File: src/rtl/fp_acc.sv
// rtl/fp_acc.sv - streaming saturating fixed-point accumulator with burst framing
//
// Sums a burst of N-bit two's complement Q-format products in an (N+G)-bit
// guard-extended accumulator and emits one saturated N-bit result per burst.
//
// Ports:
//   clk        clock, rising edge
//   rst        synchronous reset, active-high
//   in_valid   input beat valid
//   in_ready   block can accept a beat (registered, depends on state only)
//   in_data    N-bit product, two's complement Q format
//   in_ovf     upstream overflow flag for this beat
//   in_last    final beat of the burst
//   out_valid  result valid
//   out_ready  downstream accepts the result
//   out_data   N-bit saturated sum, same Q format
//   out_ovf    sticky overflow for the burst (accumulator clamp, output clamp or in_ovf)
//   out_count  number of terms accumulated, saturating at 2^CW-1
module fp_acc #(
  parameter int Q  = 6,
  parameter int N  = 16,
  parameter int G  = 4,
  parameter int CW = 8
) (
  input  logic          clk,
  input  logic          rst,
  input  logic          in_valid,
  output logic          in_ready,
  input  logic [N-1:0]  in_data,
  input  logic          in_ovf,
  input  logic          in_last,
  output logic          out_valid,
  input  logic          out_ready,
  output logic [N-1:0]  out_data,
  output logic          out_ovf,
  output logic [CW-1:0] out_count
);

  localparam int AW = N + G;

  // The binary point passes through untouched; Q only has to be sane.
  if (Q >= N) begin : g_bad_q
    $error("fp_acc: Q must be smaller than N");
  end

  localparam logic [AW-1:0] ACC_MAX = {1'b0, {(AW-1){1'b1}}};
  localparam logic [AW-1:0] ACC_MIN = {1'b1, {(AW-1){1'b0}}};
  localparam logic [N-1:0]  OUT_MAX = {1'b0, {(N-1){1'b1}}};
  localparam logic [N-1:0]  OUT_MIN = {1'b1, {(N-1){1'b0}}};

  typedef enum logic {ACC, HOLD} state_t;

  state_t        state;
  logic [AW-1:0] acc;
  logic [CW-1:0] cnt;
  logic          ovf;

  logic [AW:0]   sum_wide;
  logic          acc_clamp;
  logic [AW-1:0] acc_next;
  logic [CW-1:0] cnt_next;
  logic          ovf_next;
  logic          out_clamp;
  logic [N-1:0]  out_sat;
  logic          accept;

  assign accept = in_valid && in_ready;

  // One extra bit above the accumulator exposes signed overflow of the add:
  // the top two bits of the wide sum disagree exactly when the result left
  // the (N+G)-bit range.
  assign sum_wide  = {acc[AW-1], acc} + {{(G+1){in_data[N-1]}}, in_data};
  assign acc_clamp = sum_wide[AW] ^ sum_wide[AW-1];
  assign acc_next  = acc_clamp ? (sum_wide[AW] ? ACC_MIN : ACC_MAX) : sum_wide[AW-1:0];

  assign cnt_next  = (&cnt) ? cnt : cnt + 1'b1;
  assign ovf_next  = ovf | in_ovf | acc_clamp;

  // The accumulator fits in N bits only when every bit from N-1 upward is a
  // copy of the sign.
  assign out_clamp = !((&acc_next[AW-1:N-1]) || !(|acc_next[AW-1:N-1]));
  assign out_sat   = out_clamp ? (acc_next[AW-1] ? OUT_MIN : OUT_MAX) : acc_next[N-1:0];

  always_ff @(posedge clk) begin
    if (rst) begin
      state     <= ACC;
      acc       <= '0;
      cnt       <= '0;
      ovf       <= 1'b0;
      in_ready  <= 1'b0;
      out_valid <= 1'b0;
      out_data  <= '0;
      out_ovf   <= 1'b0;
      out_count <= '0;
    end else begin
      case (state)
        ACC: begin
          in_ready <= 1'b1;
          if (accept) begin
            acc <= acc_next;
            cnt <= cnt_next;
            ovf <= ovf_next;
            if (in_last) begin
              out_data  <= out_sat;
              out_ovf   <= ovf_next | out_clamp;
              out_count <= cnt_next;
              out_valid <= 1'b1;
              in_ready  <= 1'b0;
              state     <= HOLD;
            end
          end
        end
        HOLD: begin
          if (out_ready) begin
            acc       <= '0;
            cnt       <= '0;
            ovf       <= 1'b0;
            out_valid <= 1'b0;
            in_ready  <= 1'b1;
            state     <= ACC;
          end
        end
        default: state <= ACC;
      endcase
    end
  end

endmodule

File: config.mk
export PLATFORM = sky130hd
export DESIGN_NAME = fp_acc
export DESIGN_NICKNAME = d
export VERILOG_FILES = /design/src/rtl/fp_acc.sv
export SDC_FILE = /design/constraint.sdc
export NUM_CORES = 1
export LEC_CHECK = 0
export BUFFER_PORTS_ARGS = -buffer_cell sky130_fd_sc_hd__buf_2
export CORE_MARGIN = 2
export CORE_UTILIZATION = 62
export DETAILED_ROUTE_END_ITERATION = 16
export PLACE_DENSITY = 0.82
export SYNTH_ARGS = -nofsm -noshare
export SYNTH_HDL_FRONTEND = slang
export SYNTH_SLANG_ARGS = --single-unit
File: constraint.sdc
create_clock -name clk -period 6.15 [get_ports clk]
set_clock_uncertainty 0.15 [all_clocks]
set_input_delay 0.615 -clock clk [delete_from_list [all_inputs] [get_ports clk]]
set_output_delay 0.615 -clock clk [all_outputs]
set_load 0.03 [all_outputs]
Yosys cells after proc, flatten, opt, wreduce, memory -nomap -nowiden
Cells that the tools add are included.
- register bits after elaboration: 57
- output and inout port bits: 27
- bits of input ports: 22
- muxes and demuxes: 25
- reductions and logical operators: 10
- bitwise logic cells: 5
- $add $sub $neg: 2
- equality and inequality tests: 3
- operator list (cell ; count):
    $mux 20 ; 4
    $pmux 20 s2 ; 1
    $mux 16 ; 2
    $mux 8 ; 3
    $add 20x16->21 ; 1
    $pmux 8 s2 ; 1
    $mux 1 ; 10
    $add 8x1->8 const B ; 1
    $pmux 1 s2 ; 4
    $reduce_and 8->1 ; 1
    $ne 2x2->1 const B ; 3
    $reduce_and 3->1 ; 2
    $reduce_and 5->1 ; 1
    $reduce_or 5->1 ; 1
    $or 1x1->1 ; 3
    $logic_not 1->1 ; 2
    $reduce_and 2->1 ; 1
    $logic_and 1x1->1 ; 1
    $logic_or 1x1->1 ; 1
    $not 1->1 ; 1
    $xor 1x1->1 ; 1

Depth between registers and ports, before layout
Gate-level depths: netlist (run 1).
- word-level depth: 8
- mapped depth: 18
- depth with buffers taken out: 15

Least setup slack after synthesis (run 1)
Ideal clock, no wire load.
- path type: input port to flip-flop
- start: input port in_data[13]
- end: register out_data[0]
- library setup time: 0.122 ns
- arrival: 3.831 ns
- cell stages on the path: 16
- setup slack: 2.048 ns
- buffers on the path: 2
- cell sequence: ha_1 > a21oi_4 > nand2_2 > a221o_1 > a211oi_2 > o21bai_1 > a21o_1 > xor2_1 > ha_1 > buf_6 > o2111ai_1 > and2_4 > o21a_4 > o211a_4 > buf_6 > a221o_1
- longest elaborated chain between the ends: 7
- RTL lines (item ; line ; source):
    from (decl) ; 29 ; input logic [N-1:0] in_data,
    $add 20x16->21 (*) ; 72 ; assign sum_wide = {acc[AW-1], acc} + {{(G+1){in_data[N-1]}}, in_data};
    $mux 20 / $xor 1x1->1 (equally long branches) ; 74, 73 ;
    $mux 20 (*) ; 74 ; assign acc_next = acc_clamp ? (sum_wide[AW] ? ACC_MIN : ACC_MAX) : sum_wide[AW-1:0];
    $reduce_or 5->1 ; 81 ; assign out_clamp = !((&acc_next[AW-1:N-1]) || !(|acc_next[AW-1:N-1]));
    $logic_not 1->1 ; 81 ;
    $logic_or 1x1->1 ; 81 ;
    $mux 16 (*) ; 82 ; assign out_sat = out_clamp ? (acc_next[AW-1] ? OUT_MIN : OUT_MAX) : acc_next[N-1:0];
    to (signal assigned) ; 104 ; out_data <= out_sat;
    to (decl) ; 34 ; output logic [N-1:0] out_data,
Mark *: on every way between the ends. The rest lies on a longest branch, timed or not.
A chain may end at the register's enable or synchronous reset.

Final worst setup path (run 1)
- start: input port in_data[0]
- end: register out_data[4]
The elaborated chain is that of the path after synthesis.

==> results by group, run 1 <==
Logic synthesis
  • Synth Cell Area: 0.00341 mm2
  • Seq/Total Area, Yosys: 33.5%
  • Synth top area cells: dfxtp_1 (33%), ha_1 (8.4%), a21oi_1 (6.6%)
  • Share of the synthesized area in the top cell type: 33.5%
  • Post-Syn Nets: 463
  • Number of synthesized register bits: 57
  • Syn Inst Count: 417
  • Ys Warns: 0
  • Syn avg cell area: 8.17 um2
  • Cell variety after synth: 55
  • Area leader, netlist: dfxtp_1

Drt
  • First-pass DRT Iterations: 5
  • Wire per inst: 16.5 um
  • Routed WL: 8670 um
  • Vias per cell: 6.29
  • Routed Antenna Nets: 0
  • Vias: 3309
  • # DRC: 0
  • DR iter-0 viols: 375

Clock network
  • Clk Latency, worst-skew pair: 0.34 ns
  • CTS Hold Bufs: 0
  • Clk sinks: 57
  • Cts repair resizes: 0
  • Worst-path clk slew: 0.06 ns
  • Setup bufs post-CTS: 0
  • Num CTS Buffers: 9
  • H-tree levels: 3
  • Longest Clk Path Bufs: 2
  • CTS tree: yes
  • CTS root buf: clkbuf_8

Finish
  • Final #Nets: 499
  • Layout fillers: 428
  • Share of cells above drive strength 1: 16.9%
  • Most common cell after layout, fill and taps aside: dfxtp_1
  • Synth-to-layout area growth: 11.8%
  • Layout Utilization: 73.2%
  • # diodes: 0
  • Most frequent cells in the layout: dfxtp_1 (57), nand2_1 (49), buf_2 (48)
  • Design area: 0.00381 mm2

Timing
  • RSZ-0062 raised after global routing: no
  • Post-route setup TNS: 0 ns
  • Fmax: 0.209 GHz
  • Max_slew headroom: 24.4%
  • Crit share post-route: 77.9%
  • Hold Fails Final Rpt: 0
  • Final Setup Violations: 0
  • Minimum clock period: 4.79 ns
  • Max Slew Vio Count: 0
  • Slew @ Worst Pin: 1.13 ns
  • WHS: 0.300 ns

Critical path
  • Kind of critical path: input pin to flop
  • Max incr delay on CP: 0.68 ns
  • Worst path required time: 6.27 ns
  • CP Capture Type: flop
  • Critical path fanouts, max: 23
  • Crit path max-delay family: compound AO/OA/AOI/OAI gates
  • Worst Path Arrival: 4.92 ns
  • Critical-path top delay cell: nor4_4
  • Startpoint type of the worst setup path: input pin
  • Sequence of cells on the critical path: buf_2, ha_1, fa_1, a21o_1, a221o_1, a31oi_1, o21ai_1, a31o_2, nand2_1, ha_1, o2111ai_1, buf_4, and2_4, o21a_4, nor4_4, a221o_1
  • CP Buf/Inv Count: 2

Floorplan
  • Die Wd: 78.1 um
  • Initial Utilization: 65.5%
  • Die H: 78.1 um
  • I/O pin count: 49
  • CORE AREA: 0.00520 mm2
  • Rows: 26
  • DIE AREA: 0.00611 mm2

Outcome
  • Outcome: completed

Global routing
  • Largest net degree at the start of global routing: 47
  • Vias in the first global route: 3046
  • Gr ovfl total: 0
  • First-pass GRT wire length: 14500 um
  • Tot GR Track Use: 29.7%
  • Initial antenna violation count: 0

Placed design
  • RD Place Congestion: 0.924
  • Placed cell area: 0.00363 mm2
  • PortBufs: 48
  • DPL Wire Length: 5880 um

Job
  • Number of max-cap violations: 0

Power
  • Total chip power: 1.12 mW
  • PD cells: 294 mW/mm2
  • VDD IR max: 187 uV
  • Leak Pwr: 1.67 nW

Worst hold path
  • HP Class: flop to flop
routing by layer:
layer  wire length [um]  up-vias  GRT usage [%]
met3                639       21           5.98
met4                187        0           11.1
met5                  0        -              0
met2               3850      150           45.7
met1               4000     1549           41.3
li1                   -     1589              -
logic make-up after synthesis:
logic type	after synthesis	share of synthesized area [%]
xor gates and xnor gates	18	4.63
buffers and inverters	32	4.41
DFF	57	33.5
and+or+nand+nor	151	21.1
adders and majority gates	24	9.03
muxes	4	1.17
AOI/OAI and AO/OA	131	26.2
power breakdown:
| group | total, mW | switching (mW) | internal (mW) | leakage [nW] |
|---|---|---|---|---|
| clock network | 0.336 | 0.145 | 0.191 | 0.0978 |
| registers | 0.415 | 0.0171 | 0.398 | 0.464 |
| logic | 0.366 | 0.236 | 0.131 | 1.11 |
| total | 1.12 | 0.398 | 0.720 | 1.67 |
metrics by stage:
step,setup WS [ns],instances
floorplan,2.05,417
global placement,1.34,512
detailed placement,1.17,512
CTS,1.47,526
global route,1.07,526
finish,1.36,526
area by class of cell:
cell class	instances	area (um2)	area share, %
Clock buffer	10	138	3.61
Clock inverter	4	45.0	1.18
Inverter	7	26.3	0.690
Multi-Input combinational cell	328	2120	55.6
Sequential cell	57	1140	30.0
Tap cell	70	87.6	2.30
Timing Repair Buffer	50	255	6.70
worst min-delay path: stages (launching register included):
cell and delay [ns]:
dfxtp_1 0.31, nand2_1 0.05, a21oi_1 0.05
Yosys cell counts, drive strengths merged:
master / n
dfxtp: 57
nand2: 50
a21oi: 46
nor2: 35
nand3: 29
ha: 23
o21ai: 21
clkbuf: 18
a221o: 16
a21o: 11
xor2: 10
a211oi: 9
xnor2: 8
buf: 7
inv: 7
a31oi: 6
and2: 6
nor3: 6
nand2b: 5
nor4: 5
and3: 4
mux2i: 4
nand4: 4
o211ai: 3
o21a: 3
a21boi: 2
a31o: 2
o21bai: 2
o31ai: 2
or2: 2
a2111oi: 1
a211o: 1
a22oi: 1
a311oi: 1
a32oi: 1
and3b: 1
and4: 1
fa: 1
nand3b: 1
nor2b: 1
o2111ai: 1
o211a: 1
o311ai: 1
or4: 1
worst paths after layout:
check	startpoint	endpoint	slack (ns)	depth (start not counted)
setup / recovery	in_data[0]	out_data[4]$_SDFFE_PP0P_	1.36	16
hold / removal	out_count[6]$_SDFFE_PP0P_	out_count[6]$_SDFFE_PP0P_	0.30	2
setup reg to reg	acc[13]$_SDFFE_PP0P_	out_data[4]$_SDFFE_PP0P_	1.44	15
hold reg to reg	out_count[6]$_SDFFE_PP0P_	out_count[6]$_SDFFE_PP0P_	0.30	2
registers in the layout, indices dropped and copies added (netlist names):
signal	count
cnt	8
in_ready	1
ovf	1
acc	20
out_count	8
state	1
out_ovf	1
out_valid	1
out_data	16
(Power assumes the default switching activity.)
==> run 2: changes to the inputs <==
- CORE_UTILIZATION: 62 -> 52
- PLACE_DENSITY: 0.82 -> 0.73
- clock period: 6.15 -> 4.25 ns (I/O delays scaled with it)
==> run 2 against run 1 <==
Cell area increased by 2.7%. Combinational power increased by 48%. Non-clock buffer count increased by 5. Flip-flop and latch count unchanged. Power increased by 54%. Utilization decreased by 12 points. Count of clock-buffer cells in the layout decreased by 1. Final cell count increased by 2.7%. Routed wire length decreased by 3.1%. Critical path depth decreased by 2. Register-to-register slack got worse by 1.2 ns. Sequential power increased by 45%. Largest power group unchanged.
==> results by group, run 2 (synthesis gave the netlist of run 1 again) <==
Placed design
  • PortBufs: 48 (unchanged)
  • Dpl ws: -0.113 ns (was 1.17 ns)
  • Placed cell area: 0.00367 mm2 (was 0.00363 mm2)
  • RD Place Congestion: 0.864 (was 0.924)
  • Placed insts: 523 (was 512)
  • DPL Wire Length: 5900 um (was 5880 um)

Clock network
  • Longest Clk Path Bufs: 2 (unchanged)
  • H-tree levels: 3 (unchanged)
  • Worst-path clk slew: 0.08 ns (was 0.06 ns)
  • Clk Latency, worst-skew pair: 0.35 ns (was 0.34 ns)
  • CTS tree: yes (unchanged)
  • Clk sinks: 57 (unchanged)
  • CTS root buf: clkbuf_8 (unchanged)
  • Num CTS Buffers: 9 (unchanged)
  • CTS Hold Bufs: 0 (unchanged)

Power
  • PD cells: 440 mW/mm2 (was 294 mW/mm2)
  • Total chip power: 1.72 mW (was 1.12 mW)
  • Leak Pwr: 1.71 nW (was 1.67 nW)
  • VDD IR max: 279 uV (was 187 uV)

Drt
  • Wire per inst: 15.6 um (was 16.5 um)
  • First-pass DRT Iterations: 4 (was 5)
  • DR iter-0 viols: 258 (was 375)
  • Routed Antenna Nets: 0 (unchanged)
  • Vias: 3207 (was 3309)
  • Routed WL: 8400 um (was 8670 um)
  • # DRC: 0 (unchanged)
  • Vias per cell: 5.94 (was 6.29)

Critical path
  • Sequence of cells on the critical path: ha_1, fa_1, a21o_1, a221o_1, a31oi_1, o21ai_1, a31o_2, nand2_1, ha_1, o2111ai_1, buf_4, o311ai_1, o211a_4, a221o_1 (was buf_2, ha_1, fa_1, a21o_1, a221o_1, a31oi_1, o21ai_1, a31o_2, nand2_1, ha_1, o2111ai_1, buf_4, and2_4, o21a_4, nor4_4, a221o_1)
  • CP Buf/Inv Count: 1 (was 2)
  • Startpoint type of the worst setup path: flop (was input pin)
  • Kind of critical path: flop to flop (was input pin to flop)
  • Critical-path top delay cell: fa_1 (was nor4_4)
  • CP Capture Type: flop (unchanged)
  • Worst path required time: 4.35 ns (was 6.27 ns)
  • Crit path max-delay family: compound AO/OA/AOI/OAI gates (unchanged)
  • Critical path fanouts, max: 22 (was 23)
  • Max incr delay on CP: 0.42 ns (was 0.68 ns)
  • Reg2Reg Depth: 14 (was 15)
  • Capture point of the worst reg-to-reg path: out_data[11]$_SDFFE_PP0P_ (was out_data[4]$_SDFFE_PP0P_)
  • Crit path from: acc[0]$_SDFFE_PP0P_ (was in_data[0])
  • Worst Path Arrival: 4.07 ns (was 4.92 ns)
  • R2R Setup Slk: 0.27 ns (was 1.44 ns)
  • Reg-to-Reg Start: acc[0]$_SDFFE_PP0P_ (was acc[13]$_SDFFE_PP0P_)

Worst hold path
  • Min-delay src: out_ready (was out_count[6]$_SDFFE_PP0P_)
  • WHS Path Cells: 3 (was 2)
  • HP Class: input pin to flop (was flop to flop)
  • Min-Delay Endpoint: state$_SDFF_PP0_ (was out_count[6]$_SDFFE_PP0P_)

Floorplan
  • Die Wd: 85.0 um (was 78.1 um)
  • I/O pin count: 49 (unchanged)
  • CORE AREA: 0.00635 mm2 (was 0.00520 mm2)
  • Die H: 85.0 um (was 78.1 um)
  • DIE AREA: 0.00722 mm2 (was 0.00611 mm2)
  • Initial Utilization: 53.7% (was 65.5%)
  • Rows: 29 (was 26)

Finish
  • Most frequent cells in the layout: dfxtp_1 (57), nand2_1 (49), buf_2 (48) (unchanged)
  • Most common cell after layout, fill and taps aside: dfxtp_1 (unchanged)
  • Biggest regs: acc: 20 flops, out_data: 16 flops (unchanged)
  • Synth-to-layout area growth: 14.8% (was 11.8%)
  • Share of cells above drive strength 1: 18.1% (was 16.9%)
  • Most flops, register: acc (unchanged)
  • Sequential cell area: 0.00114 mm2 (unchanged)
  • Final #Nets: 504 (was 499)
  • Number of flip-flops in the largest register: 20 (unchanged)
  • # diodes: 0 (unchanged)
  • Layout fillers: 578 (was 428)
  • Area of the multi-input gates: 0.00212 mm2 (unchanged)
  • Cell Count, Final, Fillers Out: 540 (was 526)
  • Design area: 0.00391 mm2 (was 0.00381 mm2)

Timing
  • Crit share post-route: 93.5%
  • Fmax: 0.252 GHz
  • PnR worst setup slack: 0.275 ns (was 1.36 ns)
  • Final Setup Violations: 0 (unchanged)
  • Max_slew headroom: 35.7% (was 24.4%)
  • Max Slew Vio Count: 0 (unchanged)
  • RSZ-0062 raised after global routing: no (unchanged)
  • Hold Fails Final Rpt: 0 (unchanged)
  • Minimum clock period: 3.98 ns
  • Slew @ Worst Pin: 0.960 ns (was 1.13 ns)

Job
  • Number of max-cap violations: 0 (unchanged)

Outcome
  • Outcome: completed (unchanged)

Global routing
  • First-pass GRT wire length: 13900 um (was 14500 um)
  • Initial antenna violation count: 0 (unchanged)
  • Largest net degree at the start of global routing: 47 (unchanged)
  • Tot GR Track Use: 24.2% (was 29.7%)
  • Gr ovfl total: 0 (unchanged)
  • Vias in the first global route: 2950 (was 3046)
[run 2: changes by cell type in the layout (fill, tap and decap cells not counted), sizes merged]
cell | before | now
clkinv | 3 | 2
clkinvlp | 0 | 1
clkbuf | 10 | 9
bufinv | 1 | 2
buf | 50 | 55
inv | 7 | 9
[run 2: metal layers]
metal	track usage, %	part of all wire, %	vias to the layer above
met5	0	0	-
li1	-	-	1611
met4	11.7	3.1	0
met3	4.67	5.0	19
met1	30.9	46	1485
met2	39.3	46	92
[run 2: what timing repair did]
item	in CTS	in global routing
resized for setup	0	0
setup buffers	0	1
setup endpoints to repair	0	14
[run 2: worst max-delay path by stage]
stage,endpoint,slack [ns],cells after the start
6_report,out_data[11]$_SDFFE_PP0P_,0.27,14
5_1_grt,out_data[11]$_SDFFE_PP0P_,0.09,14
4_1_cts,out_data[8]$_SDFFE_PP0P_,0.11,15
3_5_place_dp,out_data[8]$_SDFFE_PP0P_,-0.11,16
3_3_place_gp,out_data[9]$_SDFFE_PP0P_,0.05,16
2_1_floorplan,out_data[0]$_SDFFE_PP0P_,0.34,16
[run 2: report_power, final]
group	switching (mW)	internal, mW
registers	0.0240	0.576
clock network	0.247	0.336
logic	0.344	0.197
[run 2: layout make-up]
class	count	share of cell area, %
multi-input cells	328	54.1
flip-flops and latches	57	29.2
repair buffers	55	7.80
clock buffers	9	3.17
clock inverters	7	2.62
well taps	77	2.46
inverters	7	0.672
[run 2: worst reg2reg max path, cell delays in order (launching register included)]
cell	delay, ns
dfxtp_1	0.32
ha_1	0.21
fa_1	0.42
a21o_1	0.20
a221o_1	0.37
a31oi_1	0.18
o21ai_1	0.13
a31o_2	0.25
nand2_1	0.12
ha_1	0.32
o2111ai_1	0.14
buf_4	0.29
o311ai_1	0.18
o211a_4	0.24
a221o_1	0.35
[run 2: metrics by stage]
| stage | TNS, ns | utilization (%) | hold WS [ns] |
|---|---|---|---|
| 6_report | 0 | 61.6 | 0.241 |
| 5_1_grt | 0 | 61.6 | 0.241 |
| 4_1_cts | 0 | 61.3 | 0.232 |
| 3_5_place_dp | -1.39 | 57.7 | 0.296 |
| 3_3_place_gp | 0 | 57.7 | 0.289 |
| 2_1_floorplan | 0 | - | 0.297 |
